===== config.mk =====
export PLATFORM = sky130hd
export DESIGN_NAME = mem_access_ctrl_flat
export DESIGN_NICKNAME = d
export VERILOG_FILES = /design/src/rtl/mem_access_ctrl_if.sv /design/src/rtl/mem_access_ctrl.sv /design/src/flat_wrapper.sv
export SDC_FILE = /design/constraint.sdc
export NUM_CORES = 1
export LEC_CHECK = 0
export ABC_AREA = 1
export CORE_MARGIN = 2
export CORE_UTILIZATION = 40
export DETAILED_ROUTE_END_ITERATION = 10
export HOLD_SLACK_MARGIN = 0.02
export PLACE_DENSITY = 0.78
export SYNTH_ARGS = -nofsm -noshare
export SYNTH_HDL_FRONTEND = slang
export SYNTH_SLANG_ARGS = --single-unit
export TNS_END_PERCENT = 1

===== constraint.sdc =====
create_clock -name clk -period 4.63 [get_ports clk]
set_input_delay 0.926 -clock clk [delete_from_list [all_inputs] [get_ports clk]]
set_output_delay 0.926 -clock clk [all_outputs]
set_load 0.05 [all_outputs]

===== src/rtl/mem_access_ctrl_if.sv =====
// Bundle between the control unit, the memory access controller and the 512x32 ram.
// slave is the controller's view; master is the environment (control unit plus ram).
interface mem_access_ctrl_if;
    logic        req;
    logic        we;
    logic [31:0] addr;
    logic [31:0] wdata;
    logic        busy;
    logic        done;
    logic        addr_err;
    logic [31:0] rdata;
    logic [31:0] mem_address;
    logic [31:0] mem_data_in;
    logic        mem_read;
    logic        mem_write;
    logic [31:0] mem_data_out;

    modport slave (
        input  req, we, addr, wdata, mem_data_out,
        output busy, done, addr_err, rdata, mem_address, mem_data_in, mem_read, mem_write
    );

    modport master (
        output req, we, addr, wdata, mem_data_out,
        input  busy, done, addr_err, rdata, mem_address, mem_data_in, mem_read, mem_write
    );
endinterface


===== src/rtl/mem_access_ctrl.sv =====
// Sequences one ram read or write per request.
// Address and data are set up one cycle before the strobe and held one cycle after it.
//
// state  | meaning
// IDLE   | waiting for req; address/data hold the last access
// SETUP  | address/data stable, strobes low, range check
// ACCESS | strobe high for WAIT_STATES+1 cycles (suppressed on range error)
// HOLD   | strobes low, address/data held, done/addr_err pulse
module mem_access_ctrl #(
    parameter int unsigned WAIT_STATES = 1,
    parameter int unsigned ADDR_DEPTH  = 512
) (
    input logic           clk,
    input logic           clr,
    mem_access_ctrl_if.slave bus
);

    typedef enum logic [1:0] {
        IDLE   = 2'd0,
        SETUP  = 2'd1,
        ACCESS = 2'd2,
        HOLD   = 2'd3
    } state_t;

    localparam logic [3:0]  WAIT_LOAD = 4'(WAIT_STATES);
    localparam logic [31:0] DEPTH     = 32'(ADDR_DEPTH);

    state_t      state_q, state_nxt;
    logic [3:0]  wait_cnt_q, wait_cnt_nxt;
    logic        err_q, err_nxt;
    logic        we_q, we_nxt;
    logic [31:0] address_q, address_nxt;
    logic [31:0] data_q, data_nxt;
    logic        read_q, read_nxt;
    logic        write_q, write_nxt;
    logic        done_q, done_nxt;
    logic        addr_err_q, addr_err_nxt;
    logic [31:0] rdata_q, rdata_nxt;

    always_ff @(posedge clk or posedge clr) begin
        if (clr) begin
            state_q    <= IDLE;
            wait_cnt_q <= 4'd0;
            err_q      <= 1'b0;
            we_q       <= 1'b0;
            address_q  <= 32'd0;
            data_q     <= 32'd0;
            read_q     <= 1'b0;
            write_q    <= 1'b0;
            done_q     <= 1'b0;
            addr_err_q <= 1'b0;
            rdata_q    <= 32'd0;
        end else begin
            state_q    <= state_nxt;
            wait_cnt_q <= wait_cnt_nxt;
            err_q      <= err_nxt;
            we_q       <= we_nxt;
            address_q  <= address_nxt;
            data_q     <= data_nxt;
            read_q     <= read_nxt;
            write_q    <= write_nxt;
            done_q     <= done_nxt;
            addr_err_q <= addr_err_nxt;
            rdata_q    <= rdata_nxt;
        end
    end

    always_comb begin
        state_nxt    = state_q;
        wait_cnt_nxt = wait_cnt_q;
        err_nxt      = err_q;
        we_nxt       = we_q;
        address_nxt  = address_q;
        data_nxt     = data_q;
        read_nxt     = 1'b0;
        write_nxt    = 1'b0;
        done_nxt     = 1'b0;
        addr_err_nxt = 1'b0;
        rdata_nxt    = rdata_q;

        unique case (state_q)
            IDLE: begin
                if (bus.req) begin
                    we_nxt      = bus.we;
                    address_nxt = bus.addr;
                    data_nxt    = bus.wdata;
                    err_nxt     = 1'b0;
                    state_nxt   = SETUP;
                end
            end
            SETUP: begin
                // Full 32-bit compare: high address bits never alias back into range.
                err_nxt      = (address_q >= DEPTH);
                wait_cnt_nxt = WAIT_LOAD;
                read_nxt     = ~we_q & ~err_nxt;
                write_nxt    = we_q & ~err_nxt;
                state_nxt    = ACCESS;
            end
            ACCESS: begin
                if (wait_cnt_q == 4'd0) begin
                    done_nxt     = 1'b1;
                    addr_err_nxt = err_q;
                    state_nxt    = HOLD;
                    if (!we_q) begin
                        rdata_nxt = err_q ? 32'd0 : bus.mem_data_out;
                    end
                end else begin
                    wait_cnt_nxt = wait_cnt_q - 4'd1;
                    read_nxt     = read_q;
                    write_nxt    = write_q;
                end
            end
            HOLD: begin
                state_nxt = IDLE;
            end
            default: begin
                state_nxt = IDLE;
            end
        endcase
    end

    assign bus.busy        = (state_q != IDLE);
    assign bus.done        = done_q;
    assign bus.addr_err    = addr_err_q;
    assign bus.rdata       = rdata_q;
    assign bus.mem_address = address_q;
    assign bus.mem_data_in = data_q;
    assign bus.mem_read    = read_q;
    assign bus.mem_write   = write_q;

endmodule


===== src/flat_wrapper.sv =====
// flat-port wrapper written by rule: the top's interface ports become plain ports
module mem_access_ctrl_flat 
#(
    parameter int unsigned WAIT_STATES = 1,
    parameter int unsigned ADDR_DEPTH  = 512
)
  (clk, clr, bus_req, bus_we, bus_addr, bus_wdata, bus_mem_data_out, bus_busy, bus_done, bus_addr_err, bus_rdata, bus_mem_address, bus_mem_data_in, bus_mem_read, bus_mem_write);
  mem_access_ctrl_if bus_i ();
  input logic clk;
  input logic clr;
  input wire logic [$bits(bus_i.req)-1:0] bus_req;
  input wire logic [$bits(bus_i.we)-1:0] bus_we;
  input wire logic [$bits(bus_i.addr)-1:0] bus_addr;
  input wire logic [$bits(bus_i.wdata)-1:0] bus_wdata;
  input wire logic [$bits(bus_i.mem_data_out)-1:0] bus_mem_data_out;
  output wire logic [$bits(bus_i.busy)-1:0] bus_busy;
  output wire logic [$bits(bus_i.done)-1:0] bus_done;
  output wire logic [$bits(bus_i.addr_err)-1:0] bus_addr_err;
  output wire logic [$bits(bus_i.rdata)-1:0] bus_rdata;
  output wire logic [$bits(bus_i.mem_address)-1:0] bus_mem_address;
  output wire logic [$bits(bus_i.mem_data_in)-1:0] bus_mem_data_in;
  output wire logic [$bits(bus_i.mem_read)-1:0] bus_mem_read;
  output wire logic [$bits(bus_i.mem_write)-1:0] bus_mem_write;
  assign bus_i.req = bus_req;
  assign bus_i.we = bus_we;
  assign bus_i.addr = bus_addr;
  assign bus_i.wdata = bus_wdata;
  assign bus_i.mem_data_out = bus_mem_data_out;
  assign bus_busy = bus_i.busy;
  assign bus_done = bus_i.done;
  assign bus_addr_err = bus_i.addr_err;
  assign bus_rdata = bus_i.rdata;
  assign bus_mem_address = bus_i.mem_address;
  assign bus_mem_data_in = bus_i.mem_data_in;
  assign bus_mem_read = bus_i.mem_read;
  assign bus_mem_write = bus_i.mem_write;
  mem_access_ctrl #(.WAIT_STATES(WAIT_STATES), .ADDR_DEPTH(ADDR_DEPTH)) u_core (.clk(clk), .clr(clr), .bus(bus_i));
endmodule

=== Word level (Yosys, flattened, before mapping) ===
Index checks and enable logic that the tools add are counted.

* Add/sub/neg operators: 1
* Magnitude comparators: 1
* Eq/ne operators: 6
* Multiplexer cells: 15
* Bitwise logic cells: 4
* Reduce and logical (&&, ||, !) cells: 10

{| class="wikitable"
|+ Operators by type and width
! kind !! number
|-
| $ge A32 B10 Y1 const B || 1
|-
| $mux W32 || 1
|-
| $pmux W2 S4 || 1
|-
| $pmux W4 S2 || 1
|-
| $reduce_and A2 Y1 || 4
|-
| $mux W1 || 6
|-
| $pmux W1 S2 || 3
|-
| $reduce_bool A2 Y1 || 3
|-
| $eq A2 B2 Y1 const B || 2
|-
| $logic_not A4 Y1 || 1
|-
| $mux W2 || 2
|-
| $mux W4 || 1
|-
| $ne A2 B2 Y1 const B || 2
|-
| $sub A4 B1 Y4 const B || 1
|-
| $reduce_and A3 Y1 || 1
|-
| $and A1 B1 Y1 || 2
|-
| $eq A2 B1 Y1 const B || 1
|-
| $logic_not A2 Y1 || 1
|-
| $ne A2 B1 Y1 const B || 1
|-
| $not A1 Y1 || 2
|}

* Register bits after elaboration: 108
* Input bits: 100
* Output and inout bits: 101
* Word-level logic and storage cells: 48

=== Longest topological paths before layout ===
Gate-level depths: netlist (run 1).

* Word-level depth: 4
* Gate-level depth with buffers: 10

=== Least setup slack after synthesis (run 1) ===
OpenSTA, ideal clock, no wires.

* Kind: register -> output
* Start point: reg u_core.state_q[0]
* End point: out bus_busy
* Arrival time: 0.966 ns
* Data required time: 3.704 ns
* Path slack: 2.738 ns
* Stages on the path, launching flop included: 4
* Path buffers: 0
* Cell sequence: dfrtp_1 -> inv_1 -> ha_1 -> inv_1

* Cells in the longest elaborated chain, start to end: 1

{| class="wikitable"
|+ RTL lines
! element !! RTL line !! text
|-
| start: declaration || mem_access_ctrl.sv:28 || <nowiki>state_t state_q, state_nxt;</nowiki>
|-
| start signal: assignment || mem_access_ctrl.sv:54 || <nowiki>state_q <= state_nxt;</nowiki>
|-
| $reduce_bool A2 Y1 || mem_access_ctrl.sv:122 || <nowiki>assign bus.busy = (state_q != IDLE);</nowiki>
|-
| end: declaration || flat_wrapper.sv:16 || <nowiki>output wire logic [$bits(bus_i.busy)-1:0] bus_busy;</nowiki>
|}

Every way passes these cells.

=== Worst setup path after layout (run 1) ===
* Start point: reg u_core.state_q[1]
* End point: out bus_busy

The elaborated chain is that of the path after synthesis.

==> run summary, run 1 <==
mapped cell area: 0.00444 mm2
Synth cell types: 21
Post-DP HPWL: 8180 um
met1 Use GR: 21.6%
Max-Slew Margin vs Limit: 32.3%
Die H: 109 um
vias in the first global route: 3664
TritonCTS Buffers: 9
Crit path required time: 3700 ps
hold path depth: 2
Max Cap Viol: 0
DRC viols: 0
VDD IR max: 468 uV
number of fill cells: 915
Rows: 38
clk slew on worst S/H paths: 90 ps
worst-path fanout max: 4
die width: 109 um
Area Growth Syn to Fin: 50.5%
Final period util: 62.1%
WP data arrival: 1950 ps
syn nets: 482
minimum clock period: 2870 ps
Initial Util: 40.9%
Commonest cells post-synth: dfrtp_1 (108), nand2_1 (82), mux2_2 (61)
Final setup viols: 0
Finished Cell Area: 0.00668 mm2
Final Hold Fails: 0
Resized Gates After CTS: 0
DR iter-0 viols: 254
Hold Path Class: reg -> reg
WL/cell: 15.3 um
routed wire length: 11000 um
register-to-register setup slack: 2680 ps
register area share after synthesis: 60.9%
count leader, synth: dfrtp_1
Largest stage delay, worst path: 800 ps
CTS Root Cell: clkbuf_8
global-route wire length before repair: 17200 um
total grt overflow: 0
Async S/R FF share, synth: 100%
Min-Delay Startpoint: u_core.bus.rdata[8]
Clock Tree Buf Depth: 2
routing usage on met3: 5.69%
DIE AREA: 0.0120 mm2
# IOs: 201
Syn Area/Cell: 11.8 um2
Min-Delay Endpoint: u_core.bus.rdata[8]
Final GP Congestion: 0.756
final net count: 681
largest cells by area after synthesis: dfrtp_1 (61%), mux2_2 (15%), nand2_1 (6.9%)
Reg-to-Reg Start: u_core.wait_cnt_q[0]
CTS Hold Bufs: 0
Worst setup EP type: output port
status: complete, no violations
EDFF count, synth: 0
clock sink count: 108
initial antenna violation count: 0
share of the synthesized area in the top cell type: 60.9%
biggest area consumer among synthesized cells: dfrtp_1
Post-DP Area: 0.00648 mm2
count of input and output buffers: 200
synthesized instance count: 377
Fin Setup TNS: 0 ps
ant diodes: 0
RSZ-0062 raised after global routing: false
met2 Resource Use GR: 31.6%
Cell Chain, Critical Path: inv_1 > ha_1 > inv_1 > clkdlybuf4s50_1
pre-CTS WS: 1980 ps
CTS tree: built
Yosys Warn Count: 0
stages on the worst setup path: 4
RR Endpoint: u_core.bus.rdata[26]
Core Area: 0.0108 mm2
clk_skew: 8.56 ps
share of cells above drive strength 1: 15.7%
GRT busiest layer: met2
vias after detailed routing: 3428
post-CTS setup buffers: 0
worst reg2reg path depth: 9
Yosys reg bits: 108
worst path bufs/invs: 3
final worst slack: 1760 ps
htree depth: 3
pwr/cell area: 861 mW/mm2
GRT Total Usage: 18.5%
Worst setup SP type: flop
Clk Latency, worst-skew pair: 360 ps
largest net degree at the start of global routing: 68
Final ANT Viol Nets: 0
top_reg_cell synth: dfrtp_1
vias per inst: 4.75
crit path max-delay cell type: clkdlybuf4s50_1
Util after Layout: 61.6%
delay-heaviest family, CP: buffers and inverters
WS Path Type: reg -> out
Critical Path Most Common Cell: inv_1
1st-pass router iterations: 5
Fmax: 348 MHz
Lkg Pwr: 2.99 nW
fin. max-slew vios: 0
actual slew at the worst max-slew pin: 1010 ps
through the flow:
stage	total power, mW	hold slack [ps]	cells
finish	5.75	491	721
global route	6.06	506	721
CTS	5.80	491	721
detailed placement	5.22	466	705
global placement	5.14	461	705
floorplan	4.05	478	377
where the power goes:
part / switching [mW] / internal, mW
sequential: 0.281 / 1.41
clock: 0.301 / 0.265
combinational: 2.26 / 1.23
total: 2.84 / 2.91
worst reg2reg max path, cell delays in order (launching register included):
cell     delay (ps)
dfrtp_1         370
inv_1           150
ha_1            220
nand2_2          80
nor2_4          100
nand2_4          90
nor2_8          380
inv_4           260
nand2_1         130
nand2_1          70
flip-flops by register name (all words and copies together), names as in the netlist:
name / flops
u_core.bus.addr_err: 1
u_core.state_q: 2
u_core.err_q: 1
u_core.bus.done: 1
u_core.bus.rdata: 32
u_core.bus.mem_data_in: 32
u_core.bus.mem_address: 32
u_core.bus.mem_read: 1
u_core.wait_cnt_q: 4
u_core.we_q: 1
u_core.bus.mem_write: 1
layout by cell type (no fill, tap or decap), types with 4 or more instances in the layout:
cell type,instances
mux2_2,61
clkdlybuf4s50_1,200
nor2_1,26
clkbuf_8,10
nand2_1,82
inv_1,16
a21oi_1,5
buf_4,4
dfrtp_1,108
o21ai_0,6
nand3_1,36
nand2_2,6
ha_1,5
per-layer routing:
layer / part of all wire [%] / wire length, um / vias up
met5: 0 / 0 / -
met4: 2.5 / 272 / 0
met3: 9.1 / 1010 / 20
met2: 49 / 5410 / 144
met1: 39 / 4330 / 1638
li1: - / - / 1626
cell type report:
cell class	count	area (um2)	share of cell area (%)
Timing Repair Buffer	204	2030	30.4
Tap cell	140	175	2.62
Inverter	19	76.3	1.14
Multi-Input combinational cell	234	1500	22.4
Clock inverter	4	48.8	0.731
Sequential cell	108	2700	40.5
Clock buffer	12	145	2.17
worst max-delay path by stage:
stage                            startpoint                          to  slack, ps
after floorplan                         clr         u_core.bus.addr_err        860
after global placement              bus_req  u_core.bus.mem_data_in[26]       2030
after detailed placement            bus_req  u_core.bus.mem_data_in[27]       1980
after CTS                 u_core.state_q[0]                    bus_busy       1720
after global routing      u_core.state_q[1]                    bus_busy       1630
final                     u_core.state_q[1]                    bus_busy       1760
logic make-up after synthesis:
group,count (synthesis),synth area share [%]
AO/OA/AOI/OAI,14,1.69
XOR/XNOR,1,0.197
adder cells (fa/ha/maj),5,1.41
buffers and inverters,35,5.30
flip-flops,108,60.9
multiplexers,61,15.5
AND/OR/NAND/NOR,153,15.0
Power figures use the tool's default switching activity.
==> inputs of run 2 (changes only) <==
Clock period 4.63 ns to 2.75 ns, I/O delays scaled along.
==> run 2 against run 1 <==
Net effect:
- register-to-register slack worse by 1900 ps
- critical path depth unchanged
- highest routed layer unchanged
- largest cell class unchanged
- design area up 0.64%
- critical path type unchanged
- critical endpoint unchanged
- via count down 1.1%
- clock skew up 0.76 ps
- clock-buffer cell count down 1
==> run summary, run 2 (synthesis results as in run 1) <==
htree depth: 3 (unchanged)
worst-path fanout max: 4 (unchanged)
fin. max-slew vios: 0 (unchanged)
TritonCTS Buffers: 9 (unchanged)
register-to-register setup slack: 820 ps (-1860 ps)
final worst slack: 243 ps (-1510 ps)
ant diodes: 0 (unchanged)
Post-DP HPWL: 7930 um (-3.0%)
DIE AREA: 0.0120 mm2 (unchanged)
Post-DP Area: 0.00652 mm2 (+0.48%)
Lkg Pwr: 3.00 nW (+0.36%)
Clk Latency, worst-skew pair: 360 ps (about the same)
worst reg2reg path depth: 9 (unchanged)
RSZ-0062 raised after global routing: false
Final period util: 91.2%
VDD IR max: 773 uV (+65%)
Clk network pwr share: 10.4% (+0.6 points)
Crit path required time: 2200 ps (-1500 ps)
actual slew at the worst max-slew pin: 1010 ps (-6.10 ps)
hold path depth: 2 (unchanged)
status: complete, no violations
Finished Cell Area: 0.00672 mm2 (+0.64%)
vias in the first global route: 3541 (-3.4%)
Min-Delay Endpoint: u_core.bus.rdata[9]
initial antenna violation count: 0 (unchanged)
CTS tree: built
Flop pwr share: 29.0% (-0.4 points)
GRT Total Usage: 18.2% (-0.25 points)
Reg-to-Reg Start: u_core.wait_cnt_q[0]
Worst setup SP type: flop
Hold Path Class: reg -> reg
Final Hold Fails: 0 (unchanged)
1st-pass router iterations: 4 (-1)
Max Cap Viol: 0 (unchanged)
Min-Delay Startpoint: u_core.bus.rdata[9]
most frequent cells in the layout: clkdlybuf4s50_1 (200), dfrtp_1 (108), nand2_1 (82)
# IOs: 201 (unchanged)
Final GP Congestion: 0.709 (-6.1%)
commonest non-fill, non-tap cell in the layout: clkdlybuf4s50_1
Final setup viols: 0 (unchanged)
CTS Root Cell: clkbuf_8
vias after detailed routing: 3391 (-1.1%)
Die H: 109 um (unchanged)
die width: 109 um (unchanged)
switching pwr: 4.79 mW (+68%)
pwr/cell area: 1450 mW/mm2 (+69%)
total grt overflow: 0 (unchanged)
DRC viols: 0 (unchanged)
Worst setup EP type: output port
Power Internal: 4.98 mW (+71%)
Area Growth Syn to Fin: 51.5%
clk_skew: 9.32 ps (+0.758 ps)
largest net degree at the start of global routing: 109 (+60%)
global-route wire length before repair: 16800 um (-2.5%)
clock sink count: 108 (unchanged)
minimum clock period: 2510 ps
count of input and output buffers: 200 (unchanged)
Clock Tree Buf Depth: 2 (unchanged)
Fin Setup TNS: 0 ps (unchanged)
vias per inst: 4.72 (-0.80%)
Max-Slew Margin vs Limit: 32.7% (+0.41 points)
routed wire length: 10800 um (-1.8%)
switch share: 49.0% (-0.43 points)
WS Path Type: reg -> out
pre-CTS WS: 619 ps (-1360 ps)
combinational fraction of design power: 60.6% (about the same)
Final ANT Viol Nets: 0 (unchanged)
Core Area: 0.0108 mm2 (unchanged)
Resized Gates After CTS: 0 (unchanged)
WP data arrival: 1960 ps (about the same)
clk slew on worst S/H paths: 90 ps (about the same)
WL/cell: 15.1 um (-1.5%)
post-CTS setup buffers: 0 (unchanged)
RR Endpoint: u_core.bus.rdata[10]
final net count: 680 (-0.15%)
CTS Hold Bufs: 0 (unchanged)
share of cells above drive strength 1: 15.4% (-0.29 points)
Rows: 38 (unchanged)
Initial Util: 40.9% (unchanged)
DR iter-0 viols: 193 (-24%)
Fmax: 399 MHz
==> run 2: worst max-delay path: stages (launching register included) <==
cell and delay, ps:
dfrtp_1 380, inv_1 70, ha_1 230, inv_1 100, clkdlybuf4s50_1 800
==> run 2: how the worst max path moves through the flow <==
stage	to	start	slack (ps)	cells past startpoint
after floorplan	u_core.bus.addr_err	clr	900	1
after global placement	bus_busy	u_core.state_q[0]	660	4
after detailed placement	u_core.bus.mem_data_in[16]	bus_req	620	4
after CTS	bus_busy	u_core.state_q[1]	220	4
after global routing	bus_busy	u_core.state_q[1]	170	4
final	bus_busy	u_core.state_q[1]	240	4
==> run 2: power by group through the flow <==
stage	combinational (mW)	sequential [mW]	clock, mW
2_1_floorplan	1.44	5.38	0
3_3_place_gp	5.86	2.82	0
4_1_cts	5.98	2.84	1.05
5_1_grt	6.24	2.94	1.11
3_5_place_dp	5.96	2.87	0
6_report	5.92	2.83	1.02
==> run 2: cell type report <==
cell class                 count  area, um2
inverter                      19       77.6
clock inverter                 4       73.8
multi-input combinational    234       1500
timing repair buffer         203       2060
fill                         873       4120
clock buffer                  11        131
sequential                   108       2700
tap                          140        175
==> run 2: stage by stage <==
stage / hold WS (ps) / total power, mW / util (%) / cells
floorplan: 478 / 6.82 / - / 377
global route: 516 / 10.3 / 62.0 / 719
CTS: 492 / 9.87 / 62.0 / 719
global placement: 461 / 8.68 / 60.1 / 704
detailed placement: 468 / 8.83 / 60.1 / 704
finish: 488 / 9.77 / 62.0 / 719
==> run 2: routing by layer <==
layer,GRT usage [%],up-vias,routed length (um)
met5,0,-,0
met4,8.14,0,257
met3,6.05,22,1070
met2,30.6,142,5310
met1,21.3,1602,4200
li1,-,1625,-
==> inputs of run 3 (changes only) <==
Settings changed: CORE_UTILIZATION 40 to 42, CTS_CLUSTER_SIZE set to 40, PLACE_DENSITY 0.78 to 0.81.
==> run 3 against run 2 <==
Net effect:
- design area about the same
- utilization is 3.4 points higher
- largest power group unchanged
- largest cell class unchanged
- cell count decreased by 0.56%
==> run summary, run 3 (synthesis results as in run 1) <==
Fmax: 401 MHz (+0.50%)
WL/cell: 14.9 um (-1.1%)
fin. max-slew vios: 0 (unchanged)
Worst Hold Slack: 484 ps (-3.95 ps)
1st-pass router iterations: 4 (unchanged)
Die H: 107 um (-2.3%)
Worst setup SP type: flop
Util after Layout: 65.4% (+3.4 points)
total grt overflow: 0 (unchanged)
WS Path Type: reg -> out
Cell Chain, Critical Path: inv_1 > ha_1 > inv_1 > clkdlybuf4s50_1
Crit path required time: 2200 ps (about the same)
vias after detailed routing: 3468 (+2.3%)
GRT Total Usage: 19.1% (+0.85 points)
vias per inst: 4.85 (+2.8%)
Clock Tree Buf Depth: 2 (unchanged)
clk slew on worst S/H paths: 90 ps (about the same)
Area Growth Syn to Fin: 51.6% (about the same)
Core Area: 0.0103 mm2 (-5.2%)
Hold Path Class: reg -> reg
Max-Slew Margin vs Limit: 32.4% (-0.38 points)
Layout Cells excl Fill: 715 (-0.56%)
hold path depth: 2 (unchanged)
htree depth: 3 (unchanged)
TritonCTS Buffers: 9 (unchanged)
crit path max-delay cell type: clkdlybuf4s50_1
Final ANT Viol Nets: 0 (unchanged)
share of cells above drive strength 1: 15.7% (+0.35 points)
Fin Setup TNS: 0 ps (unchanged)
Cells after DPL: 699 (-0.71%)
worst reg2reg path depth: 9 (unchanged)
minimum clock period: 2490 ps (-12.5 ps)
status: complete, no violations
CTS Hold Bufs: 0 (unchanged)
Initial Util: 43.2% (+2.2 points)
WP data arrival: 1940 ps (-20 ps)
clock sink count: 108 (unchanged)
Final setup viols: 0 (unchanged)
DIE AREA: 0.0114 mm2 (-4.6%)
vias in the first global route: 3558 (+0.48%)
routed wire length: 10700 um (-1.6%)
ant diodes: 0 (unchanged)
Resized Gates After CTS: 0 (unchanged)
Largest stage delay, worst path: 810 ps (about the same)
count of input and output buffers: 200 (unchanged)
RSZ-0062 raised after global routing: false
most frequent cells in the layout: clkdlybuf4s50_1 (200), dfrtp_1 (108), nand2_1 (82)
Post-DP HPWL: 7770 um (-2.0%)
Rows: 37 (-2.6%)
initial antenna violation count: 0 (unchanged)
largest net degree at the start of global routing: 109 (unchanged)
actual slew at the worst max-slew pin: 1010 ps (+5.74 ps)
Max Cap Viol: 0 (unchanged)
commonest non-fill, non-tap cell in the layout: clkdlybuf4s50_1
# IOs: 201 (unchanged)
Lkg Pwr: 3.00 nW (about the same)
die width: 107 um (-2.3%)
worst-path fanout max: 4 (unchanged)
DR iter-0 viols: 211 (+9.3%)
Critical Path Most Common Cell: inv_1
Final Hold Fails: 0 (unchanged)
CTS tree: built
clk_skew: 6.66 ps (-2.66 ps)
Worst setup EP type: output port
DRC viols: 0 (unchanged)
Final GP Congestion: 0.734 (+3.5%)
final net count: 679 (-0.15%)
CTS Root Cell: clkbuf_8
VDD IR max: 1060 uV (+38%)
Clk Latency, worst-skew pair: 360 ps (about the same)
post-CTS setup buffers: 0 (unchanged)
Final period util: 90.7% (-0.46 points)
post-layout power: 9.79 mW (+0.21%)
pwr/cell area: 1460 mW/mm2 (+0.14%)
global-route wire length before repair: 17100 um (+1.8%)
==> run 3: power by group <==
group	switching (mW)	internal (mW)
Sequential	0.459	2.37
Clock	0.514	0.564
Combinational	3.80	2.08
==> run 3: stage by stage <==
| stage | setup WS (ps) | instance area [um2] |
|---|---|---|
| floorplan | 898 | 4440 |
| global placement | 661 | 6490 |
| detailed placement | 642 | 6490 |
| CTS | 222 | 6730 |
| global route | 164 | 6730 |
| finish | 256 | 6730 |
==> run 3: path summary, 6_finish.rpt <==
path,start,endpoint,slack (ps)
setup / recovery,u_core.state_q[0],bus_busy,260
hold / removal,u_core.bus.rdata[7],u_core.bus.rdata[7],480
setup reg to reg,u_core.wait_cnt_q[0],u_core.bus.rdata[13],830
hold reg to reg,u_core.bus.rdata[7],u_core.bus.rdata[7],480
max in group asynchronous,clr,u_core.bus.mem_data_in[11],1630
min in group asynchronous,clr,u_core.bus.rdata[22],700
==> run 3: cell type report <==
class | instances | area [um2]
clock buffers | 11 | 151
clock inverters | 5 | 83.8
fillers | 823 | 3550
inverters | 19 | 77.6
multi-input cells | 234 | 1500
flip-flops and latches | 108 | 2700
well taps | 136 | 170
repair buffers | 202 | 2040
==> run 3: layer usage <==
| metal | part of all wire [%] | wire length (um) | vias up | GRT usage [%] |
|---|---|---|---|---|
| li1 | - | - | 1620 | - |
| met1 | 40 | 4250 | 1659 | 22.8 |
| met2 | 47 | 5060 | 170 | 31.0 |
| met3 | 10 | 1110 | 19 | 7.11 |
| met4 | 2.3 | 240 | 0 | 8.26 |
| met5 | 0 | 0 | - | 0 |
==> run 3: worst max-delay path: cells and delay by family (launching register included) <==
kind | cells | cell delay [ps]
buffers and inverters | 3 | 980
flip-flops | 1 | 360
adder cells (fa/ha/maj) | 1 | 250
